**src/rtl/issue_queue_pkg.sv**
```systemverilog
// Shared types and default sizes for the issue queue and its age-select unit.
package issue_queue_pkg;

    // Register-file sizes that the tag and special-register widths are derived from.
    localparam int NUM_D_REG       = 64;
    localparam int NUM_S_REG       = 8;
    // Default number of result-broadcast ports feeding the queue.
    localparam int NUM_WAKEUP_DFLT = 2;

    // ALU operation carried through the queue untouched.
    typedef enum logic [3:0] {
        ALU_ADD  = 4'd0,
        ALU_SUB  = 4'd1,
        ALU_AND  = 4'd2,
        ALU_OR   = 4'd3,
        ALU_XOR  = 4'd4,
        ALU_NAND = 4'd5,
        ALU_SHL  = 4'd6,
        ALU_SHR  = 4'd7,
        ALU_SRA  = 4'd8,
        ALU_SLT  = 4'd9,
        ALU_SLTU = 4'd10,
        ALU_MOV  = 4'd11,
        ALU_LUI  = 4'd12,
        ALU_MFS  = 4'd13,
        ALU_MTS  = 4'd14,
        ALU_NOP  = 4'd15
    } AluOp;

endpackage

```
**src/rtl/iq_age_select.sv**
```systemverilog
// Age matrix plus oldest-ready selection for the issue queue.
// age_reg[i][j] = 1 means entry i was allocated before entry j.
module iq_age_select #(
    parameter int DEPTH = 8
) (
    input  logic                     clk,
    input  logic                     n_rst,
    input  logic [DEPTH-1:0]         ready,
    input  logic [DEPTH-1:0]         valid,
    input  logic                     alloc_en,
    input  logic [$clog2(DEPTH)-1:0] alloc_idx,
    output logic [DEPTH-1:0]         grant,
    output logic [$clog2(DEPTH)-1:0] grant_idx
);
    localparam int IDX_W = $clog2(DEPTH);

    logic [DEPTH-1:0] age_reg [DEPTH];
    logic [DEPTH-1:0] older_ready;

    // Allocation makes the new entry the youngest: its own row is cleared and
    // every surviving entry gains a bit saying it is older than the new one.
    always_ff @(posedge clk or negedge n_rst) begin
        if (!n_rst) begin
            for (int i = 0; i < DEPTH; i++) begin
                age_reg[i] <= '0;
            end
        end else if (alloc_en) begin
            for (int i = 0; i < DEPTH; i++) begin
                for (int j = 0; j < DEPTH; j++) begin
                    if (IDX_W'(i) == alloc_idx) begin
                        age_reg[i][j] <= 1'b0;
                    end else if ((IDX_W'(j) == alloc_idx) && valid[i]) begin
                        age_reg[i][j] <= 1'b1;
                    end
                end
            end
        end
    end

    // An entry wins when it is ready and no other ready entry is older than it.
    // Rows of free entries may be stale, but free entries are never ready.
    for (genvar gi = 0; gi < DEPTH; gi++) begin : g_sel
        logic [DEPTH-1:0] older_col;
        for (genvar gj = 0; gj < DEPTH; gj++) begin : g_col
            if (gj == gi) begin : g_diag
                assign older_col[gj] = 1'b0;
            end else begin : g_off
                assign older_col[gj] = age_reg[gj][gi];
            end
        end
        assign older_ready[gi] = |(older_col & ready);
        assign grant[gi]       = ready[gi] & ~older_ready[gi];
    end

    // One-hot grant to binary index.
    always_comb begin
        grant_idx = '0;
        for (int i = 0; i < DEPTH; i++) begin
            if (grant[i]) begin
                grant_idx = grant_idx | IDX_W'(i);
            end
        end
    end

endmodule

```
**src/rtl/issue_queue.sv**
```systemverilog
// Out-of-order issue queue: holds renamed ops, wakes their sources from the
// result broadcast ports and presents the oldest ready op to execute.
module issue_queue
    import issue_queue_pkg::*;
#(
    parameter int DEPTH      = 8,
    parameter int NUM_WAKEUP = NUM_WAKEUP_DFLT,
    parameter int TAG_W      = $clog2(NUM_D_REG),
    parameter int ROB_W      = 4,
    parameter int RS_W       = $clog2(NUM_S_REG)
) (
    input  logic                        clk,
    input  logic                        n_rst,
    input  logic                        flush,
    input  logic                        disp_valid,
    output logic                        disp_ready,
    input  logic [ROB_W-1:0]            disp_rob,
    input  AluOp                        disp_alu_op,
    input  logic [5:0]                  disp_immdt,
    input  logic                        disp_use_ra,
    input  logic                        disp_use_rt,
    input  logic [TAG_W-1:0]            disp_ra_tag,
    input  logic [TAG_W-1:0]            disp_rt_tag,
    input  logic                        disp_ra_rdy,
    input  logic                        disp_rt_rdy,
    input  logic                        disp_use_rw,
    input  logic [TAG_W-1:0]            disp_rw_tag,
    input  logic [15:0]                 disp_rv_addr,
    input  logic [RS_W-1:0]             disp_rs_addr,
    input  logic [NUM_WAKEUP-1:0]       wk_valid,
    input  logic [NUM_WAKEUP*TAG_W-1:0] wk_tag,
    output logic                        iss_valid,
    input  logic                        iss_ready,
    output logic [ROB_W-1:0]            iss_rob,
    output AluOp                        iss_alu_op,
    output logic [5:0]                  iss_immdt,
    output logic [TAG_W-1:0]            iss_ra_tag,
    output logic                        iss_use_rt,
    output logic [TAG_W-1:0]            iss_rt_tag,
    output logic                        iss_use_rw,
    output logic [TAG_W-1:0]            iss_rw_tag,
    output logic [15:0]                 iss_rv_addr,
    output logic [RS_W-1:0]             iss_rs_addr,
    output logic [$clog2(DEPTH):0]      count
);
    localparam int IDX_W = $clog2(DEPTH);
    localparam int CNT_W = IDX_W + 1;

    // Payload of one queued op; ready bits live in separate vectors since they
    // are updated every cycle by wakeup while the payload is write-once.
    typedef struct packed {
        logic [ROB_W-1:0] rob;
        AluOp             alu_op;
        logic [5:0]       immdt;
        logic             use_ra;
        logic [TAG_W-1:0] ra_tag;
        logic             use_rt;
        logic [TAG_W-1:0] rt_tag;
        logic             use_rw;
        logic [TAG_W-1:0] rw_tag;
        logic [15:0]      rv_addr;
        logic [RS_W-1:0]  rs_addr;
    } entry_t;

    entry_t           entry_reg [DEPTH];
    entry_t           disp_entry;
    logic [DEPTH-1:0] valid_reg, valid_next;
    logic [DEPTH-1:0] ra_rdy_reg, ra_rdy_next;
    logic [DEPTH-1:0] rt_rdy_reg, rt_rdy_next;
    logic [CNT_W-1:0] count_reg, count_next;

    logic [DEPTH-1:0] ready_vec;
    logic [DEPTH-1:0] grant;
    logic [DEPTH-1:0] survivor_vec;
    logic [IDX_W-1:0] grant_idx;
    logic [IDX_W-1:0] alloc_idx;
    logic             disp_accept;
    logic             issue_accept;
    logic             alloc_en;
    logic             disp_ra_rdy_eff;
    logic             disp_rt_rdy_eff;

    // True when any strobed broadcast port carries this tag.
    function automatic logic tag_hit(input logic [TAG_W-1:0]            tag,
                                     input logic [NUM_WAKEUP-1:0]       v,
                                     input logic [NUM_WAKEUP*TAG_W-1:0] tags);
        logic hit;
        hit = 1'b0;
        for (int k = 0; k < NUM_WAKEUP; k++) begin
            if (v[k] && (tags[k*TAG_W +: TAG_W] == tag)) begin
                hit = 1'b1;
            end
        end
        return hit;
    endfunction

    // Handshakes. disp_ready looks only at registered occupancy, so a slot
    // freed by this cycle's issue is not reusable until the next cycle.
    assign disp_ready   = (count_reg < CNT_W'(DEPTH));
    assign disp_accept  = disp_valid & disp_ready;
    assign iss_valid    = |ready_vec;
    assign issue_accept = iss_valid & iss_ready;
    assign alloc_en     = disp_accept & ~flush;
    assign survivor_vec = valid_reg & ~(grant & {DEPTH{issue_accept}});

    // A broadcast in the dispatch cycle must not be lost for the incoming op.
    assign disp_ra_rdy_eff = disp_ra_rdy | (disp_use_ra & tag_hit(disp_ra_tag, wk_valid, wk_tag));
    assign disp_rt_rdy_eff = disp_rt_rdy | (disp_use_rt & tag_hit(disp_rt_tag, wk_valid, wk_tag));

    assign disp_entry = '{
        rob:     disp_rob,
        alu_op:  disp_alu_op,
        immdt:   disp_immdt,
        use_ra:  disp_use_ra,
        ra_tag:  disp_ra_tag,
        use_rt:  disp_use_rt,
        rt_tag:  disp_rt_tag,
        use_rw:  disp_use_rw,
        rw_tag:  disp_rw_tag,
        rv_addr: disp_rv_addr,
        rs_addr: disp_rs_addr
    };

    // Lowest-index free slot; a free slot always exists when disp_ready is high.
    always_comb begin
        alloc_idx = '0;
        for (int i = DEPTH - 1; i >= 0; i--) begin
            if (!valid_reg[i]) begin
                alloc_idx = IDX_W'(i);
            end
        end
    end

    // Per-entry readiness, wakeup and valid tracking.
    for (genvar gi = 0; gi < DEPTH; gi++) begin : g_entry
        logic alloc_here;
        logic issue_here;
        logic ra_wake;
        logic rt_wake;

        assign alloc_here = alloc_en && (alloc_idx == IDX_W'(gi));
        assign issue_here = issue_accept && grant[gi];
        assign ra_wake    = valid_reg[gi] && entry_reg[gi].use_ra &&
                            tag_hit(entry_reg[gi].ra_tag, wk_valid, wk_tag);
        assign rt_wake    = valid_reg[gi] && entry_reg[gi].use_rt &&
                            tag_hit(entry_reg[gi].rt_tag, wk_valid, wk_tag);

        assign ready_vec[gi] = valid_reg[gi] &&
                               (!entry_reg[gi].use_ra || ra_rdy_reg[gi]) &&
                               (!entry_reg[gi].use_rt || rt_rdy_reg[gi]);

        assign valid_next[gi]  = !flush && (alloc_here || (valid_reg[gi] && !issue_here));
        assign ra_rdy_next[gi] = alloc_here ? disp_ra_rdy_eff : (ra_rdy_reg[gi] || ra_wake);
        assign rt_rdy_next[gi] = alloc_here ? disp_rt_rdy_eff : (rt_rdy_reg[gi] || rt_wake);
    end

    assign count_next = flush ? '0
                              : (count_reg + CNT_W'(disp_accept) - CNT_W'(issue_accept));

    // Control state: valid/ready bits and occupancy.
    always_ff @(posedge clk or negedge n_rst) begin
        if (!n_rst) begin
            valid_reg  <= '0;
            ra_rdy_reg <= '0;
            rt_rdy_reg <= '0;
            count_reg  <= '0;
        end else begin
            valid_reg  <= valid_next;
            ra_rdy_reg <= ra_rdy_next;
            rt_rdy_reg <= rt_rdy_next;
            count_reg  <= count_next;
        end
    end

    // Payload storage; written once at allocation and gated by valid_reg.
    always_ff @(posedge clk) begin
        if (alloc_en) begin
            entry_reg[alloc_idx] <= disp_entry;
        end
    end

    iq_age_select #(
        .DEPTH (DEPTH)
    ) u_age_select (
        .clk       (clk),
        .n_rst     (n_rst),
        .ready     (ready_vec),
        .valid     (survivor_vec),
        .alloc_en  (alloc_en),
        .alloc_idx (alloc_idx),
        .grant     (grant),
        .grant_idx (grant_idx)
    );

    // Issue port fields are forced to zero whenever nothing is presented.
    always_comb begin
        iss_rob     = '0;
        iss_alu_op  = ALU_ADD;
        iss_immdt   = '0;
        iss_ra_tag  = '0;
        iss_use_rt  = 1'b0;
        iss_rt_tag  = '0;
        iss_use_rw  = 1'b0;
        iss_rw_tag  = '0;
        iss_rv_addr = '0;
        iss_rs_addr = '0;
        if (iss_valid) begin
            iss_rob     = entry_reg[grant_idx].rob;
            iss_alu_op  = entry_reg[grant_idx].alu_op;
            iss_immdt   = entry_reg[grant_idx].immdt;
            iss_ra_tag  = entry_reg[grant_idx].ra_tag;
            iss_use_rt  = entry_reg[grant_idx].use_rt;
            iss_rt_tag  = entry_reg[grant_idx].rt_tag;
            iss_use_rw  = entry_reg[grant_idx].use_rw;
            iss_rw_tag  = entry_reg[grant_idx].rw_tag;
            iss_rv_addr = entry_reg[grant_idx].rv_addr;
            iss_rs_addr = entry_reg[grant_idx].rs_addr;
        end
    end

    assign count = count_reg;

endmodule

```
**config.mk**
```make
export PLATFORM = sky130hd
export DESIGN_NAME = issue_queue
export DESIGN_NICKNAME = d
export VERILOG_FILES = /design/src/rtl/issue_queue_pkg.sv /design/src/rtl/iq_age_select.sv /design/src/rtl/issue_queue.sv
export SDC_FILE = /design/constraint.sdc
export NUM_CORES = 1
export LEC_CHECK = 0
export CAP_MARGIN = 20
export CORE_MARGIN = 2
export CORE_UTILIZATION = 35
export DETAILED_ROUTE_END_ITERATION = 8
export GPL_TIMING_DRIVEN = 0
export PLACE_DENSITY = 0.49
export SYNTH_ARGS = -nofsm -noshare
export SYNTH_HDL_FRONTEND = slang
export SYNTH_SLANG_ARGS = --single-unit
```
**constraint.sdc**
```tcl
create_clock -name clk -period 4.3 [get_ports clk]
set_clock_uncertainty 0.05 [all_clocks]
set_input_delay 0.43 -clock clk [delete_from_list [all_inputs] [get_ports clk]]
set_output_delay 0.43 -clock clk [all_outputs]
set_load 0.01 [all_outputs]
```
==> impl_results.md <==
* Max cap viols at 0
* Rel. slew slack at 35.80%
* Crit. Startpoint: entry_reg[2][32]
* Die Span X at 260.4 microns
* Area leader, netlist: edfxtp_1
* DIE AREA at 0.06778 sq mm
* Max reg flops at 432
* Synth warnings at 0
* Drt wl/cell at 24.47 microns
* Synth Flop Type: edfxtp_1
* CTS Buf Count at 58
* Initial antenna violation count at 6
* PortBufs at 119
* Reg2reg end: entry_reg[7][36]
* Via count at 16200
* Layout cell share with drive strength beyond 1 at 13.49%
* CTS Root Cell: clkbuf_16
* Fmax at 0.2357 GHz
* Routed Antenna Nets at 0
* Top post-synthesis cells by area: edfxtp_1 56%, dfrtp_1 9.1%, nand2_1 8.4%
* Synth top area share at 56.40%
* # setup viols final at 0
* Via-per-instance ratio at 5.286
* CTS Sinks at 516
* Nets at 2240
* Post-DP HPWL at 48.36 mm
* Post-Synthesis Cells at 1950
* Worst setup margin at 0.05719 ns
* Post-synth ARST share at 16.28%
* Hold crit path type: input pin to async pin
* Sequential share of the synthesized area at 65.54%
* Clk_lat worst skew at 0.63 ns
* Leakage power at 0.01030 uW
* Crit path launch type: flop
* PD cells at 434.3 mW/mm^2
* Slew Viols, Final at 0
* Crit. End Element: primary output
* Avg Inst Size Synth at 11.80 sq um
* FF+latch count, synth at 516
* Worst-path clk slew at 0.06 ns
* Core area at 0.06470 sq mm
* Setup WS pre-CTS at -0.8507 ns
* Area grow syn2layout at 22.55%
* Final core utilization at 43.57%
* Number of flops mapped to enable cells by yosys at 432
* Placer Congestion at 0.8877
* DRC at 0
* Yosys cell types at 52
* Final Hold Viols at 0
* Reg-to-Reg Start: valid_reg[2]
* Row cnt at 93
* Routed wire length at 75.00 mm
* Syn Nets at 2030
* Vias in the first global route at 16260
* Io pins at 134
* Flop-to-flop setup slack at 0.45 ns
* Unrepaired setup endpoints after global routing: yes
* TritonRoute pass-1 iters at 8
* CTS H-tree lvls at 2
* Starting Density at 35.55%
* First-pass GRT wire length at 109.2 mm
* Worst r2r path cells at 9
* Peak VDD IR at 0.3160 mV
* Most instantiated library cell after synthesis: nand2_1
* Synth cell count leaders: 512 x nand2_1, 432 x edfxtp_1, 223 x a21oi_1, 116 x xnor2_1, 103 x xor2_1
* Period utilization at 98.67%
* Total power at 12240 uW
* Actual slew at the worst max-slew pin at 0.9506 ns
* Synth Cell Area at 0.02300 sq mm
* Largest net degree at the start of global routing at 61
* Crit path DAT at 3.76 ns
* Fin crit period at 4.243 ns
* Die height at 260.4 microns
* Critical path type: flop to primary output
* WP data required at 3.82 ns
* Starting DRT DRC Count at 1262
* CTS tree: built
* Gr usage total at 21.94%
* Outcome: finished, final reports clean
* GRT Residual Overflow at 0
* Worst-path fanout max at 10
* Clk buf depth at 3
-- worst max-delay path by stage --
stage / slack [ns] / depth (start not counted) / endpoint
after floorplan: 0.95 / 9 / entry_reg[6][0]
after global placement: -1.29 / 7 / entry_reg[3][47]
after detailed placement: -0.85 / 11 / iss_rt_tag[4]
after CTS: 0.008 / 12 / iss_rt_tag[0]
after global routing: -0.08 / 13 / iss_rob[0]
final: 0.06 / 13 / iss_rob[0]
-- final cells by class --
class	count	area [sq um]
Timing Repair Buffer	153	1514
Multi-Input combinational cell	1296	7621
Sequential cell	516	15080
Tap cell	855	1070
Clock inverter	34	311.5
Antenna cell	1	2.502
Inverter	22	105.1
Clock buffer	75	1535
Fill cell	6042	36510
Buffer	113	950.9
-- through the flow --
step | setup TNS (ns) | instance area (sq um) | std cells | hold slack [ns]
detailed placement | -37.35 | 25520 | 2933 | 0.3322
floorplan | 0 | 23000 | 1950 | 0.08441
CTS | 0 | 28000 | 3054 | 0.2166
finish | 0 | 28190 | 3065 | 0.2256
global route | -0.3032 | 28190 | 3065 | 0.2422
global placement | -477.75 | 25260 | 2924 | 0.4107
-- worst max-delay path: stages (launching register included) --
cell and delay, ns:
edfxtp_1 0.41, and2b_2 0.27, nor3b_4 0.38, buf_12 0.16, a22oi_2 0.10, nand4_4 0.16, nand4_1 0.13, buf_6 0.17
buf_6 0.17, clkbuf_8 0.20, nand2_1 0.08, a21oi_1 0.06, or4_1 0.53, dlygate4sd2_1 0.31
-- cells by family (layout without fill, tap and decap cells) --
group	after synthesis	after routing	share of synthesized area [%]
compound gates	355	355	8.579
xor+xnor	219	219	8.339
fa+ha+maj	5	5	0.3046
buf+inv	138	397	2.747
flops	516	516	65.54
mux	13	13	0.5657
other cells	0	1	0
simple gates	704	704	13.93
-- report_power, final --
| group | total (uW) | switching, uW | internal [uW] |
|---|---|---|---|
| Clock | 4830 | 2060 | 2770 |
| Combinational | 1750 | 1060 | 694 |
| Sequential | 5660 | 86.8 | 5580 |
| Total | 12200 | 3200 | 9040 |
-- routing by layer --
layer  vias up  global-route usage (%)  wire [microns]
li1       7406                       -               -
met1      8136                   29.49           32570
met4        10                   6.762            2132
met3       152                   3.798            4339
met5         -                       0              74
met2       498                   36.27           35890
-- cells in the final DEF, fill, tap and decap left out, types with 12 or more instances in the layout --
master,n
nand2_1,511
edfxtp_1,432
a21oi_1,223
xnor2_1,116
xor2_1,103
dfrtp_1,82
o21ai_0,72
clkdlybuf4s50_1,65
clkbuf_16,60
or4_1,50
clkbuf_1,48
nand4_1,44
clkbuf_2,39
buf_4,37
or4_4,20
buf_6,17
buf_12,15
o41ai_1,15
a31oi_1,14
nor2_1,13
mux2i_1,13
clkinv_1,13
clkdlybuf4s15_1,13
clkinv_2,12
-- what timing repair did --
action,in CTS,in global routing
hold buffers,1,0
pin swaps,15,11
setup endpoints to repair,53,53
gates resized for setup,238,153
hold endpoints to repair,24,0
gates cloned,0,2
buffers inserted,13,9
Power figures use the tool's default switching activity.
